`config.mk`:
```
export PLATFORM = sky130hd
export DESIGN_NAME = float_mul_pipe_prod
export DESIGN_NICKNAME = d
export VERILOG_FILES = /design/src/rtl/float_mul_pipe_prod.sv
export SDC_FILE = /design/constraint.sdc
export NUM_CORES = 2
export LEC_CHECK = 0
export CORE_UTILIZATION = 40
export DETAILED_ROUTE_END_ITERATION = 7
export DONT_BUFFER_PORTS = 1
export RECOVER_POWER = 100
export SLEW_MARGIN = 0
export SYNTH_ARGS = -nofsm -noshare
export SYNTH_HDL_FRONTEND = slang
export SYNTH_SLANG_ARGS = --single-unit
```
`constraint.sdc`:
```
create_clock -name clk -period 7.04 [get_ports clk]
set_clock_uncertainty 0.2 [all_clocks]
set_input_delay 2.112 -clock clk [delete_from_list [all_inputs] [get_ports clk]]
set_output_delay 2.112 -clock clk [all_outputs]
set_load 0.01 [all_outputs]
```
`src/rtl/float_mul_pipe_prod.sv`:
```
// float_mul_pipe_prod
//   Second stage of the pipelined single-precision FP multiplier. Takes the
//   unpacked operands from the unpack/exponent stage and forms the exact
//   2*FRAC_W-bit fraction product through two registered stages (A, B).
//   Stage A forms two partial products by splitting the b fraction at SPLIT;
//   stage B recombines them. Side fields travel alongside the product.
//
// Ports
//   clk, rst            clock; synchronous active-high reset
//   flush               synchronous kill of all in-flight ops
//   in_valid/in_ready   upstream handshake
//   m_*                 unpacked operands and side fields from upstream
//   out_valid/out_ready downstream handshake to the normalize/round stage
//   n_*                 registered side fields and n_frac48 = a * b (exact)
module float_mul_pipe_prod #(
  parameter int EXP_W  = 10,
  parameter int FRAC_W = 24,
  parameter int SPLIT  = 12
) (
  input  logic                  clk,
  input  logic                  rst,
  input  logic                  flush,
  input  logic                  in_valid,
  output logic                  in_ready,
  input  logic                  m_sign,
  input  logic [EXP_W-1:0]      m_exp10,
  input  logic                  m_is_inf_nan,
  input  logic [22:0]           m_inf_nan_frac,
  input  logic [FRAC_W-1:0]     m_a_frac24,
  input  logic [FRAC_W-1:0]     m_b_frac24,
  input  logic [1:0]            m_rm,
  output logic                  out_valid,
  input  logic                  out_ready,
  output logic                  n_sign,
  output logic [EXP_W-1:0]      n_exp10,
  output logic                  n_is_inf_nan,
  output logic [22:0]           n_inf_nan_frac,
  output logic [1:0]            n_rm,
  output logic [2*FRAC_W-1:0]   n_frac48
);

  localparam int LO_W = FRAC_W + SPLIT;       // a * b[SPLIT-1:0]
  localparam int HI_W = 2*FRAC_W - SPLIT;     // a * b[FRAC_W-1:SPLIT]
  localparam int P_W  = 2*FRAC_W;

  // Stage A state
  logic              a_vld;
  logic              a_sign;
  logic [EXP_W-1:0]  a_exp10;
  logic              a_is_inf_nan;
  logic [22:0]       a_inf_nan_frac;
  logic [1:0]        a_rm;
  logic [LO_W-1:0]   a_p_lo;
  logic [HI_W-1:0]   a_p_hi;

  // Stage B valid (data regs are the n_* outputs)
  logic              b_vld;

  logic              b_adv;
  logic              a_adv;
  logic              accept;
  logic [LO_W-1:0]   p_lo;
  logic [HI_W-1:0]   p_hi;
  logic [P_W-1:0]    p_sum;

  // A stage may advance whenever the stage after it can take its contents,
  // so the pipe sustains one op per cycle and only stalls when both are full.
  always_comb begin
    b_adv    = ~b_vld | out_ready;
    a_adv    = ~a_vld | b_adv;
    in_ready = a_adv;
    accept   = in_valid & a_adv;
  end

  // Partial products, each operand widened to the result width so no
  // product bits are lost.
  always_comb begin
    p_lo  = LO_W'(m_a_frac24) * LO_W'(m_b_frac24[SPLIT-1:0]);
    p_hi  = HI_W'(m_a_frac24) * HI_W'(m_b_frac24[FRAC_W-1:SPLIT]);
    p_sum = (P_W'(a_p_hi) << SPLIT) + P_W'(a_p_lo);
  end

  // Stage A
  always_ff @(posedge clk) begin
    if (rst) begin
      a_vld          <= 1'b0;
      a_sign         <= 1'b0;
      a_exp10        <= '0;
      a_is_inf_nan   <= 1'b0;
      a_inf_nan_frac <= '0;
      a_rm           <= '0;
      a_p_lo         <= '0;
      a_p_hi         <= '0;
    end else begin
      if (flush)
        a_vld <= 1'b0;
      else if (a_adv)
        a_vld <= accept;
      // Data may load during a flush; the cleared valid bit hides it.
      if (accept) begin
        a_sign         <= m_sign;
        a_exp10        <= m_exp10;
        a_is_inf_nan   <= m_is_inf_nan;
        a_inf_nan_frac <= m_inf_nan_frac;
        a_rm           <= m_rm;
        a_p_lo         <= p_lo;
        a_p_hi         <= p_hi;
      end
    end
  end

  // Stage B / outputs
  always_ff @(posedge clk) begin
    if (rst) begin
      b_vld          <= 1'b0;
      n_sign         <= 1'b0;
      n_exp10        <= '0;
      n_is_inf_nan   <= 1'b0;
      n_inf_nan_frac <= '0;
      n_rm           <= '0;
      n_frac48       <= '0;
    end else begin
      if (flush)
        b_vld <= 1'b0;
      else if (b_adv)
        b_vld <= a_vld;
      if (b_adv) begin
        n_sign         <= a_sign;
        n_exp10        <= a_exp10;
        n_is_inf_nan   <= a_is_inf_nan;
        n_inf_nan_frac <= a_inf_nan_frac;
        n_rm           <= a_rm;
        n_frac48       <= p_sum;
      end
    end
  end

  assign out_valid = b_vld;

endmodule

```
### Yosys cells after proc, flatten, opt, wreduce, memory -nomap -nowiden

Index checks and enable logic that the tools add are counted.

| storage, ports and cells | value |
|---|---|
| bits in registers | 196 |
| bits of input ports | 90 |
| output and inout port bits | 87 |
| logic and storage cells | 24 |

| cells by class | value |
|---|---|
| add/sub/neg operators | 1 |
| $mul | 2 |
| bitwise gates (word level) | 5 |
| reduce and logical (&&, ||, !) cells | 1 |

Operators with widths:

| kind | number |
|---|---|
| $mul A24 B12 Y36 | 2 |
| $add A48 B36 Y48 | 1 |
| $not A1 Y1 | 2 |
| $or A1 B1 Y1 | 2 |
| $reduce_or A2 Y1 | 1 |
| $and A1 B1 Y1 | 1 |

### Depth between registers and ports, before layout

| depth | value |
|---|---|
| depth in word-level cells | 4 |
| mapped depth | 24 |
| depth with buffers taken out | 23 |

### Least setup slack after synthesis

OpenSTA, ideal clock, no wires.

| timing path | value |
|---|---|
| path type | in2reg |
| start | input m_b_frac24[18] |
| end | register a_p_hi[34] |
| library setup time | 0.117 ns |
| data arrival time | 7.302 ns |
| data required time | 6.723 ns |
| path slack | -0.579 ns |
| stages on the path | 21 |
| path buffers | 1 |
| cell sequence | clkbuf_1 -> nand2_1 -> fa_1 -> inv_1 -> fa_1 -> fa_1 -> fa_1 -> inv_1 -> fa_1 -> inv_1 -> ha_1 -> a21o_2 -> a221o_1 -> a21oi_2 -> o31ai_2 -> o31a_4 -> a311oi_4 -> nand2_1 -> a31oi_1 -> xnor2_1 -> a22o_1 |

| between the ends | value |
|---|---|
| word-level cells in the longest chain between the ends | 1 |

RTL lines:

| item | RTL line | RTL |
|---|---|---|
| start: declaration | 30 | `input logic [FRAC_W-1:0] m_b_frac24,` |
| $mul A24 B12 Y36 | 79 | `p_hi = HI_W'(m_a_frac24) * HI_W'(m_b_frac24[FRAC_W-1:SPLIT]);` |
| end signal: assignment | 107 | `a_p_hi <= p_hi;` |
| end: declaration | 54 | `logic [HI_W-1:0] a_p_hi;` |

Every way passes these cells.
A chain may end at the register's enable or synchronous reset.

### Worst setup path in the final report

| timing path | value |
|---|---|
| start | input m_a_frac24[11] |
| end | register a_p_hi[34] |

| between the ends | value |
|---|---|
| word-level cells in the longest chain between the ends | 1 |

RTL lines:

| item | RTL line | RTL |
|---|---|---|
| start: declaration | 29 | `input logic [FRAC_W-1:0] m_a_frac24,` |
| $mul A24 B12 Y36 | 79 |  |

Every way passes these cells.

==> summary.md <==
| Metric | Value |
|---|---|
| Part of the power in the clock network | `0.067` |
| Worst relative slew slack | `-1.44` |
| Place WS | `-0.358 ns` |
| M1 GR Usage | `0.320` |
| Violations in the final reports | `capacitance limit, slew limit` |
| Core box area | `63200 µm²` |
| Root Driver | `clkbuf_16` |
| Clock Latency Late Sink | `around 0.45 ns` |
| Global-route usage over all layers | `0.214` |
| Nets | `between 3k and 4k` |
| Reg power frac | `0.102` |
| Vias in the first global route | `between 15k and 20k` |
| Clk slew on worst S/H paths | `approximately 0.080 ns` |
| Most Frequent Cell on Critical Path | `fa_1` |
| Worst Path Arrival | `about 7 ns` |
| Endpoints failing setup | `0` |
| Global-route wire length before repair | `about 110 mm` |
| Top post-synthesis cells by area | `fa_1 (34%), dfxtp_1 (15%), nand2_1 (11%), ha_1 (8.4%), inv_1 (7.8%)` |
| Post-synthesis mux area share | `0.000391` |
| Synth async-reset ratio | `0` |
| Tcrit/Tclk final | `0.980` |
| Reg2Reg Launch Point | `out_valid` |
| Io pins | `about 180` |
| Slew @ Worst Pin | `roughly 3.7 ns` |
| Hold Worst Slack | `between 0.2 and 0.25 ns` |
| Drt pass-1 iters | `5` |
| Antenna Nets Post-Route | `0` |
| Register bit count reported by yosys | `roughly 200` |
| Switch Pwr | `7.06 mW` |
| Drt wl/cell | `approximately 17 µm` |
| Critical path's top delay family | `adder cells` |
| Switching fraction of total power | `0.467` |
| Critical path startpoint category | `input pin` |
| CP endpoint | `a_p_hi[34]` |
| Synth Area in Adders | `0.429` |
| Mapped Area | `between 20000 and 30000 µm²` |
| Layout cells sized above 1 | `0.0716` |
| Hold buffer count at cts | `0` |
| Setup crit start | `m_a_frac24[11]` |
| Synth Area in XOR/XNOR | `0.0267` |
| Final RePlAce weighted congestion | `~0.84` |
| Fill count | `6386` |
| WS Path Type | `input pin to flip-flop` |
| Simple-gate area share of the yosys netlist | `0.188` |
| Clock buffer depth | `2` |
| Max_cap viols | `5` |
| Synth Instances | `a little over 3k` |
| Diode count | `0` |
| GR peak layer | `met1` |
| Grt met3 use | `0.0380` |
| Synth Area per Inst | `just over 8 µm²` |
| Worst endpoint required time | `~7 ns` |
| Synth top area share | `0.345` |
| Crit-path max cell delay | `about 0.55 ns` |
| Post-route DRC | `0` |
| Total grt overflow | `0` |
| Outcome | `complete, but fails checks` |
| RSZ-0062 raised after global routing | `true` |
| Critical path's slowest cell | `fa_1` |
| Routed wire length | `~68 mm` |
| Yosys warnings | `0` |
| Initial DRC count | `about 1.1k` |
| Die H | `roughly 260 µm` |
| Worst-case reg-to-reg path depth | `6` |
| Final hold vios | `0` |
| Port Buf Inserts | `0` |
| Crit path time final | `6.90 ns` |
| Post-synthesis compound-gate area fraction | `0.0995` |
| WP depth | `21` |
| Full die area | `between 60000 and 70000 µm²` |
| Library cell with the largest summed area after synthesis | `fa_1` |
| Peak supply drop | `just over 0.4 mV` |
| Hpwl dp | `between 50 and 60 mm` |
| R2R Setup Slk | `~2.6 ns` |
| Static Leak | `about 14 nW` |
| Area Overhead vs Synth | `8.60%` |
| CTS tree | `yes` |
| Unique cell type count in the Yosys netlist | `69` |
| R2r endpoint | `n_frac48[43]` |
| Initial antenna violation count | `0` |
| Vias per cell | `a little under 5` |
| Final setup margin | `between 0.1 and 0.15 ns` |
| DR vias | `slightly below 20k` |
| Register area share after synthesis | `0.153` |
| Worst Hold Class | `flip-flop to flip-flop` |
| Fmax | `roughly 140 MHz` |
| Largest net degree at the start of global routing | `198` |
| Initial Utilization | `0.405` |
| Int Pwr | `roughly 8.0 mW` |
| Pwr Density | `about 540 nW/µm²` |
| Row count | `92` |
| Worst path cell trace | `nand2_2 -> fa_1 -> inv_1 -> fa_1 -> fa_1 -> fa_1 -> inv_1 -> fa_1 -> inv_1 -> ha_4 -> a21oi_2 -> o21ai_1 -> a221o_1 -> a21oi_2 -> o31ai_2 -> o31a_4 -> a311oi_4 -> nand2_1 -> a31oi_2 -> xnor2_1 -> a22o_1` |
| Post-synth top flop | `dfxtp_1` |
| Main combinational cell family by area after synthesis | `adder cells` |
| Worst-path fanout max | `24` |
| Final Max Slew Viols | `approximately 270` |
| Die Width | `approximately 260 µm` |
| Crit path buf inv count | `3` |
| EDFF count, synth | `0` |
| Most frequent cells in the layout | `nand2_1 (753), inv_1 (532), fa_1 (437), a21oi_1 (223), dfxtp_1 (196)` |
| Most common cell after layout, fill and taps aside | `nand2_1` |
| Met2 Usage GRT | `0.318` |
| H-tree depth | `4` |
| Comb pwr share | `0.831` |
| Total CTS buffers | `17` |
| CP Capture Type | `flip-flop` |
| Syn Nets | `~3.8k` |
| CTS sink count | `around 200` |
## area by class of cell
| class | count | area (µm²) | area share |
|---|---|---|---|
| clock inverter | 14 | 184 | 0.00661 |
| clock buffer | 18 | 429 | 0.0154 |
| sequential | 196 | 3920 | 0.141 |
| timing repair buffer | 118 | 856 | 0.0308 |
| tap | 846 | 1060 | 0.0381 |
| inverter | 534 | 2000 | 0.0721 |
| multi-input combinational | 2206 | 19300 | 0.696 |
## worst min-delay path by stage
| stage | from | to | slack (ns) | cells past startpoint |
|---|---|---|---|---|
| finish | a_inf_nan_frac[17] | n_inf_nan_frac[17] | 0.25 | 2 |
| global route | a_inf_nan_frac[11] | a_inf_nan_frac[11] | 0.27 | 2 |
| CTS | a_inf_nan_frac[17] | n_inf_nan_frac[17] | 0.25 | 2 |
| floorplan | a_p_lo[10] | a_p_lo[10] | 0.23 | 2 |
| detailed placement | a_inf_nan_frac[17] | n_inf_nan_frac[17] | 0.24 | 2 |
| global placement | a_inf_nan_frac[18] | n_inf_nan_frac[18] | 0.24 | 2 |
## power by group through the flow
| stage | Sequential (mW) | Combinational [mW] | Clock [mW] |
|---|---|---|---|
| 2_1_floorplan | 1.49 | 8.31 | 0 |
| 3_5_place_dp | 1.58 | 12.4 | 0 |
| 6_report | 1.54 | 12.6 | 1.01 |
| 5_1_grt | 1.58 | 14.2 | 1.09 |
| 3_3_place_gp | 1.57 | 12.4 | 0 |
| 4_1_cts | 1.55 | 12.5 | 1.05 |
## metal layers
metal,vias to the layer above,wire [µm]
met5,-,0
met4,0,1250
met2,587,28300
met3,74,4970
li1,9401,-
met1,9466,33100
## timing repair
item | in CTS | in global routing
endpoints found under the hold margin | 0 | 0
buffers inserted | 0 | 4
endpoints found under the setup margin | 0 | 15
resized for setup | 0 | 11
## logic make-up after synthesis
| group | count (synthesis) |
|---|---|
| AOI/OAI and AO/OA | 414 |
| and+or+nand+nor | 1100 |
| xor gates and xnor gates | 78 |
| adders and majority gates | 613 |
| DFF | 196 |
| buffers and inverters | 697 |
| muxes | 1 |
## tightest hold or removal path, stage by stage, from the launching register on
cell,delay (ns)
dfxtp_1,0.31
nand2_1,0.05
a21oi_1,0.05
## flip-flops by register name (all words and copies together) (netlist names), 2 cells and up
signal / cells
n_rm: 2
n_inf_nan_frac: 23
n_frac48: 48
a_exp10: 10
a_inf_nan_frac: 23
a_p_lo: 36
n_exp10: 10
a_p_hi: 36
a_rm: 2
## synthesized netlist by cell type, types with 5 or more instances
library cell	number
nand2_1	760
inv_1	534
fa_1	441
a21oi_1	232
dfxtp_1	196
ha_1	172
and2_1	167
clkbuf_1	155
nor2_1	65
xnor2_1	52
a21o_1	40
o21ai_0	34
xor2_1	26
a211oi_1	20
nand3_1	17
nor2b_1	16
nand2b_1	13
nand4_1	12
and3_1	11
a31oi_1	9
nor3_1	9
o21ai_1	9
or3_1	9
o21a_1	8
o211ai_1	7
o21bai_1	7
a21oi_2	6
and4_1	6
buf_1	6
a22o_1	5
## stage by stage
step / total power, mW / instances / TNS (ns) / utilization / area [µm²]
final: 15.1 / 3932 / 0 / 0.440 / 27800
after global routing: 16.9 / 3932 / -0.551 / 0.440 / 27800
after CTS: 15.1 / 3928 / 0 / 0.440 / 27800
after floorplan: 9.80 / 3099 / -1.99 / - / 26200
after global placement: 14.0 / 3896 / -4.39 / 0.430 / 27200
after detailed placement: 14.0 / 3896 / -5.33 / 0.430 / 27200
Note: power is estimated with default switching activity, not from simulation.
